$ cat config.mk
export PLATFORM = sky130hd
export DESIGN_NAME = lcd_bus_decoder
export DESIGN_NICKNAME = d
export VERILOG_FILES = /design/src/rtl/lcd_bus_decoder.sv
export SDC_FILE = /design/constraint.sdc
export NUM_CORES = 1
export LEC_CHECK = 0
export ABC_CLOCK_PERIOD_IN_PS = 2700
export CAP_MARGIN = 5
export CORE_ASPECT_RATIO = 0.9
export CORE_MARGIN = 3
export CORE_UTILIZATION = 55
export DETAILED_ROUTE_END_ITERATION = 8
export PLACE_DENSITY = 0.86
export SLEW_MARGIN = 10
export SYNTH_ARGS = -nofsm -noshare
export SYNTH_HDL_FRONTEND = slang
export SYNTH_SLANG_ARGS = --single-unit
$ cat constraint.sdc
create_clock -name clk -period 2.7 [get_ports clk]
set_input_delay 0.81 -clock clk [delete_from_list [all_inputs] [get_ports clk]]
set_output_delay 0.81 -clock clk [all_outputs]
set_load 0.05 [all_outputs]
$ cat src/rtl/lcd_bus_decoder.sv
// Receive-side decoder for an HD44780-style 4-bit LCD bus: reassembles nibbles into bytes,
// tracks the cursor and keeps a 2x16 character buffer. Define LCD_DEC_CLEAR_EN to build the clear fill.
module lcd_bus_decoder #(
  parameter int         SYNC_STAGES = 2,
  parameter logic [7:0] BLANK_CHAR  = 8'h20
) (
  input  logic       clk,
  input  logic       reset,
  input  logic       lcd_rs,
  input  logic       lcd_rw,
  input  logic       lcd_e,
  input  logic       lcd_4,
  input  logic       lcd_5,
  input  logic       lcd_6,
  input  logic       lcd_7,
  input  logic [4:0] rd_addr,
  output logic [7:0] rd_char,
  output logic       byte_valid,
  output logic [7:0] byte_out,
  output logic       byte_rs,
  output logic       mode4,
  output logic [6:0] ddram_addr,
  output logic       busy,
  output logic       overrun
);

  // state  | meaning
  // S_INIT8| 8-bit init: every E-fall is a full byte {nibble, 0}
  // S_HI   | 4-bit mode, waiting for the high nibble
  // S_LO   | 4-bit mode, waiting for the low nibble
  typedef enum logic [1:0] {S_INIT8, S_HI, S_LO} state_t;

  state_t     state, state_next;
  logic [6:0] sync_q [SYNC_STAGES];
  logic [6:0] s_bus;
  logic       e_prev;
  logic       nib_strobe;
  logic [3:0] hi_nib;
  logic       hi_rs;
  logic       take_byte;
  logic [7:0] asm_byte;
  logic       asm_rs;
  logic       inc_mode, inc_next;
  logic [6:0] addr_next;
  logic       buf_we;
  logic [4:0] buf_idx;
  logic [4:0] fill_idx;
  logic [7:0] char_buf [32];
`ifdef LCD_DEC_CLEAR_EN
  logic       clear_req;
`endif

  always_ff @(posedge clk or negedge reset) begin
    if (!reset) begin
      for (int i = 0; i < SYNC_STAGES; i++) sync_q[i] <= '0;
      e_prev <= 1'b0;
    end else begin
      sync_q[0] <= {lcd_rs, lcd_rw, lcd_e, lcd_7, lcd_6, lcd_5, lcd_4};
      for (int i = 1; i < SYNC_STAGES; i++) sync_q[i] <= sync_q[i-1];
      e_prev <= s_bus[4];
    end
  end

  assign s_bus      = sync_q[SYNC_STAGES-1];
  // Reads (RW=1) are invisible to the phase tracking.
  assign nib_strobe = e_prev & ~s_bus[4] & ~s_bus[5];

  always_ff @(posedge clk or negedge reset) begin
    if (!reset) state <= S_INIT8;
    else        state <= state_next;
  end

  always_comb begin
    state_next = state;
    take_byte  = 1'b0;
    asm_byte   = 8'h00;
    asm_rs     = 1'b0;
    case (state)
      S_INIT8: if (nib_strobe) begin
        take_byte = 1'b1;
        asm_byte  = {s_bus[3:0], 4'h0};
        asm_rs    = s_bus[6];
        if (!s_bus[6] && s_bus[3:0] == 4'h2) state_next = S_HI;
      end
      S_HI: if (nib_strobe) state_next = S_LO;
      S_LO: if (nib_strobe) begin
        take_byte  = 1'b1;
        asm_byte   = {hi_nib, s_bus[3:0]};
        asm_rs     = hi_rs;
        state_next = S_HI;
      end
      default: state_next = S_INIT8;
    endcase
  end

  assign mode4 = (state != S_INIT8);

  always_ff @(posedge clk or negedge reset) begin
    if (!reset) begin
      hi_nib     <= 4'h0;
      hi_rs      <= 1'b0;
      byte_valid <= 1'b0;
      byte_out   <= 8'h00;
      byte_rs    <= 1'b0;
    end else begin
      byte_valid <= take_byte;
      if (state == S_HI && nib_strobe) begin
        hi_nib <= s_bus[3:0];
        hi_rs  <= s_bus[6];
      end
      if (take_byte) begin
        byte_out <= asm_byte;
        byte_rs  <= asm_rs;
      end
    end
  end

  function automatic logic [6:0] step_addr(input logic [6:0] a, input logic up);
    logic [6:0] r;
    if (up) begin
      if (a == 7'h27)      r = 7'h40;
      else if (a == 7'h67) r = 7'h00;
      else                 r = a + 7'd1;
    end else begin
      if (a == 7'h00)      r = 7'h67;
      else if (a == 7'h40) r = 7'h27;
      else                 r = a - 7'd1;
    end
    return r;
  endfunction

  // Bytes arriving during a fill are reported but never executed.
  always_comb begin
    addr_next = ddram_addr;
    inc_next  = inc_mode;
    buf_we    = 1'b0;
    buf_idx   = 5'd0;
`ifdef LCD_DEC_CLEAR_EN
    clear_req = 1'b0;
`endif
    if (byte_valid && !busy) begin
      if (!byte_rs) begin
        if (byte_out[7]) begin
          addr_next = byte_out[6:0];
        end else if (byte_out[7:1] == 7'b0000001) begin
          addr_next = 7'h00;
        end else if (byte_out == 8'h01) begin
          addr_next = 7'h00;
          inc_next  = 1'b1;
`ifdef LCD_DEC_CLEAR_EN
          clear_req = 1'b1;
`endif
        end else if (byte_out[7:2] == 6'b000001) begin
          inc_next = byte_out[1];
        end
      end else begin
        buf_we    = (ddram_addr[6:4] == 3'b000) || (ddram_addr[6:4] == 3'b100);
        buf_idx   = {ddram_addr[6], ddram_addr[3:0]};
        addr_next = step_addr(ddram_addr, inc_mode);
      end
    end
  end

  always_ff @(posedge clk or negedge reset) begin
    if (!reset) begin
      ddram_addr <= 7'h00;
      inc_mode   <= 1'b1;
    end else begin
      ddram_addr <= addr_next;
      inc_mode   <= inc_next;
    end
  end

`ifdef LCD_DEC_CLEAR_EN
  // Fill is armed by reset so the buffer is blank after every reset release.
  always_ff @(posedge clk or negedge reset) begin
    if (!reset) begin
      busy     <= 1'b1;
      fill_idx <= 5'd0;
      overrun  <= 1'b0;
    end else begin
      if (byte_valid && busy) overrun <= 1'b1;
      if (clear_req) begin
        busy     <= 1'b1;
        fill_idx <= 5'd0;
      end else if (busy) begin
        fill_idx <= fill_idx + 5'd1;
        if (fill_idx == 5'd31) busy <= 1'b0;
      end
    end
  end
`else
  assign busy     = 1'b0;
  assign fill_idx = 5'd0;
  assign overrun  = 1'b0;
`endif

  always_ff @(posedge clk) begin
    if (busy)        char_buf[fill_idx] <= BLANK_CHAR;
    else if (buf_we) char_buf[buf_idx]  <= byte_out;
  end

  assign rd_char = char_buf[rd_addr];

endmodule

---- Yosys cells after proc, flatten, opt, wreduce, memory -nomap -nowiden ----
Memory sizes are Yosys's and may differ from the RTL's.
Cells that the tools add are included.
operators by class
  bitwise gates (word level) .............. 7
  eq/ne operators ......................... 14
  reduce and logical (&&, ||, !) cells .... 14
  add/sub/neg operators ................... 2
  multiplexer cells ....................... 30
operator list
  kind                                                                 number
  7-bit two-way mux                                                    9
  8-bit two-way mux                                                    2
  8-bit one-hot mux with 2 select lines                                1
  7-bit == test (second input constant)                                2
  1-bit two-way mux                                                    10
  5-bit two-way mux                                                    2
  8-bit by 1-bit == test with 1-bit output (second input constant)     1
  2-bit two-way mux                                                    4
  2-bit inequality test (second input constant)                        4
  7-bit by 1-bit adder with 7-bit output (second input constant)       1
  7-bit by 1-bit == test with 1-bit output (second input constant)     1
  7-bit by 6-bit == test with 1-bit output (second input constant)     1
  7-bit logical NOT                                                    1
  7-bit by 1-bit subtractor with 7-bit output (second input constant)  1
  6-bit by 1-bit == test with 1-bit output (second input constant)     1
  2-bit one-hot mux with 3 select lines                                1
  1-bit inverter                                                       5
  5-bit AND reduction                                                  1
  4-bit by 2-bit == test with 1-bit output (second input constant)     1
  4-bit AND reduction                                                  1
  2-bit nonzero test                                                   2
  4-bit nonzero test                                                   1
  3-bit == test (second input constant)                                1
  3-bit logical NOT                                                    1
  10 further kinds                                                     12
word-level totals
  input bits .............................. 14
  memories ................................ 1
  output and inout bits ................... 28
  word-level logic and storage cells ...... 79
  memory bits (writable) .................. 256
  register bits ........................... 40
memories
  memory    depth  width  read ports  clocked after memory_dff  wr ports  line  source
  char_buf  32     8      1           0                         1         48    logic [7:0] char_buf [32];

---- Logic depth before layout (Yosys ltp) ----
  depth after elaboration ................. 6
  mapped depth ............................ 7
  gate-level depth less buffers ........... 6

---- Worst setup path before layout ----
OpenSTA, ideal clock, no wires.
  path kind ............................... in2out
  start point ............................. input port rd_addr[1]
  end point ............................... output port rd_char[0]
  required time ........................... 1.890 ns
  path slack .............................. -1.167 ns
  arrival ................................. 3.057 ns
  cell stages on the path ................. 5
  cell sequence ........................... buf_6 -> buf_12 -> mux4_2 -> o22ai_1 -> nor4_1
on the way
  longest elaborated chain between the ends .. 1
ends and longest elaborated chain
  what               line  source
  start, declared    16    input logic [4:0] rd_addr,
  memory 32 x 8 bit  n/a
  end, declared      17    output logic [7:0] rd_char,
Every way passes these cells.

---- Worst setup path in the final report ----
  start point ............................. input port rd_addr[1]
  end point ............................... output port rd_char[1]
Same word-level chain as after synthesis.

==> flow_summary_export.csv <==
group,metric,value,unit
timing,setup_viol,8,
power_and_ir_drop,cellPowerDensity,773,nW/um2
grt,gr-total-overflow,0,
grt,grt_pass1_vias,6817,
route,routed_wl,29000,um
place,gp_congestion,0.935,
die,dieWidth,160,um
die,num_rows,50,
synthesis,async_flop_share,13.5,%
power_and_ir_drop,p_switching,2.89,mW
cells_and_area,drive_gt1_share,35.2,%
route,avgViaCountPerCell,6.30,
cts,clk_pin_slew_worst_paths,0.06,ns
die,start_util,56.3,%
synthesis,synth_top_area_share,65.2,%
die,die_y,145,um
timing,finalHoldViolCount,0,
cells_and_area,finalCoreUtilization,70.5,%
place,placed_cell_area,13100,um2
critical_path,worst_ep_arrival_time,2.22,ns
route,drc,0,
place,portBuffers,39,
cells_and_area,final_area,14800,um2
cts,cts_made_buffers,29,
cells_and_area,num-fill-cells,1191,
synthesis,syn_avg_cell_area,18.9,um2
synthesis,synth.area.top_cells,"edfxtp_1, mux4_2, dfrtp_1",
place,dpl.cell_count,984,
synthesis,yosysMostFrequentCell,"edfxtp_1",
cells_and_area,final_cells,1050,
die,die-area,23200,um2
cts,root_buffer,"clkbuf_16",
flow_run,drv_cap,0,
power_and_ir_drop,pwr-share-clk,39.1,%
critical_path,worstPathMaxFanout,7,
critical_path,critPathRequiredTime,1.89,ns
route,vias,6616,
grt,antenna_found_initial,0,
synthesis,synth_seq_cells,296,
synthesis,synth_edf_count,256,
route,wl_per_cell,27.6,um
timing,slew_viol_final,0,
cts,insertion_delay,0.56,ns
route,firstDrtPassIters,5,
timing,slew_headroom,43.6,%
timing,tns,-2.32,ns
power_and_ir_drop,cell_internal_pwr,8.53,mW
timing,rsz0062_at_grt,"true",
die,coreArea,21000,um2
cts,cts_sinks,296,
synthesis,synth_area,11800,um2
timing,worst_slack,-0.329,ns
power_and_ir_drop,p_leak,5.18,nW
power_and_ir_drop,ir_drop,0.627,mV
synthesis,syn_inst,623,
timing,clock.fmax,0.330,GHz
critical_path,endpoint_kind,"output port",
synthesis,synth_ff_type,"edfxtp_1",
timing,skew,0.0245,ns
timing,min_period,3.03,ns
die,boundaryPins,42,
route,drt.antenna.violating_nets,0,
synthesis,ys_types,62,
synthesis,yosys-top-cells-count,"edfxtp_1, mux4_2, nor2_1",
power_and_ir_drop,combPwrFrac,14.1,%
timing,worstMarginPinSlew,0.846,ns
min_path,worstHoldPathType,"flip-flop to flip-flop",
place,dp_hpwl,17200,um
grt,grt_first_pass_wirelength,43900,um
outcome,status,"complete, but fails checks",
cts,cts_tree,"yes",
grt,grt.total_usage,25.3,%
critical_path,path_class,"input port to output port",
cells_and_area,diodes,0,
grt,grt_max_degree,41,
power_and_ir_drop,p_sw_share,25.3,%
cells_and_area,nNetsFinal,757,
outcome,violations,"negative setup slack",
cts,cts_htree_levels,1,
route,first_iter_violations,861,
critical_path,start_kind,"input port",
power_and_ir_drop,seq_power_share,46.8,%
timing,period_share,112,%
synthesis,synth_top_area_cell,"edfxtp_1",
synthesis,yosys_warnings,0,
cts,clockBufferDepth,3,
synthesis,seq_area_frac_synth,73.7,%
cells_and_area,areaGrowthSynthToFinish,25.3,%
sequential cells by signal (all words and copies together), names as in the netlist:
name,cells
byte_out,8
char_buf,256
s_bus,7
hi_nib,4
hi_rs,1
byte_valid,1
sync_q,7
e_prev,1
ddram_addr,7
byte_rs,1
state,2
inc_mode,1
worst paths after layout:
path                            startpoint  cells after the start  slack [ns]             end
max in group asynchronous            reset                      1        1.80     byte_out[7]
min in group asynchronous            reset                      1        0.37   ddram_addr[1]
worst max-delay path            rd_addr[1]                      7       -0.33      rd_char[1]
worst max register to register  byte_valid                      6        0.26  char_buf[2][7]
worst min-delay path            sync_q[13]                      0        0.35        s_bus[6]
worst min register to register  sync_q[13]                      0        0.35        s_bus[6]
critical path: stages:
cell     delay (ns)
buf_16         0.13
buf_12         0.14
buf_12         0.12
mux4_2         0.35
o22ai_2        0.11
nor4_4         0.33
buf_6          0.21
cells in the final DEF, fill, tap and decap left out, drive strengths merged, types with 12 or more instances in the layout:
cell type,n
clkdlybuf4s50,12
nand2,26
edfxtp,256
nor2,46
o22ai,33
clkbuf,41
mux4,64
buf,103
nand3,12
dfrtp,39
routing by layer:
| metal | routed length, um | GRT usage [%] | vias up | part of all wire (%) |
|---|---|---|---|---|
| li1 | - | - | 2786 | - |
| met3 | 2800 | 4.57 | 64 | 9.6 |
| met4 | 842 | 6.85 | 0 | 2.9 |
| met1 | 10600 | 35.2 | 3340 | 37 |
| met2 | 14700 | 42.0 | 426 | 51 |
| met5 | 0 | 0 | - | 0 |
power groups by stage:
stage	logic [mW]	clock network [mW]	registers [mW]
finish	1.61	4.46	5.34
global route	1.70	4.67	5.36
CTS	1.58	4.50	5.34
detailed placement	1.48	0	5.43
global placement	1.43	0	5.42
floorplan	0.808	0	5.62
metrics by stage:
| step | hold WS, ns | setup slack (ns) | power, mW |
|---|---|---|---|
| final | 0.347 | -0.329 | 11.4 |
| after CTS | 0.349 | -0.301 | 11.4 |
| after floorplan | 0.331 | -0.301 | 6.42 |
| after detailed placement | 0.335 | -0.746 | 6.91 |
| after global placement | 0.334 | -0.601 | 6.85 |
| after global routing | 0.352 | -0.357 | 11.7 |
cell type report:
type / count / area [um2] / share of cell area (%)
clock buffer: 41 / 878 / 5.95
clock inverter: 13 / 208 / 1.41
multi-input combinational: 288 / 3240 / 21.9
sequential: 296 / 8690 / 58.8
inverter: 5 / 18.8 / 0.127
tap: 286 / 358 / 2.42
timing repair buffer: 121 / 1380 / 9.33
what timing repair did:
| action | 4_1_cts | 5_1_grt |
|---|---|---|
| gates cloned | 4 | 0 |
| pin swaps | 14 | 13 |
| hold buffers | 0 | 0 |
| endpoints found under the setup margin | 10 | 9 |
| buffers inserted | 5 | 5 |
| resized for setup | 73 | 11 |
cells by family (layout without fill, tap and decap cells):
kind of cell	after synthesis	count (layout)	synth area share, %
flops	296	296	73.7
simple gates	134	134	5.83
mux	75	75	13.2
compound gates	74	74	4.32
buf+inv	40	180	2.63
fa+ha+maj	2	2	0.212
other cells	1	2	0.0318
xor+xnor	1	1	0.0743
(Power assumes the default switching activity.)
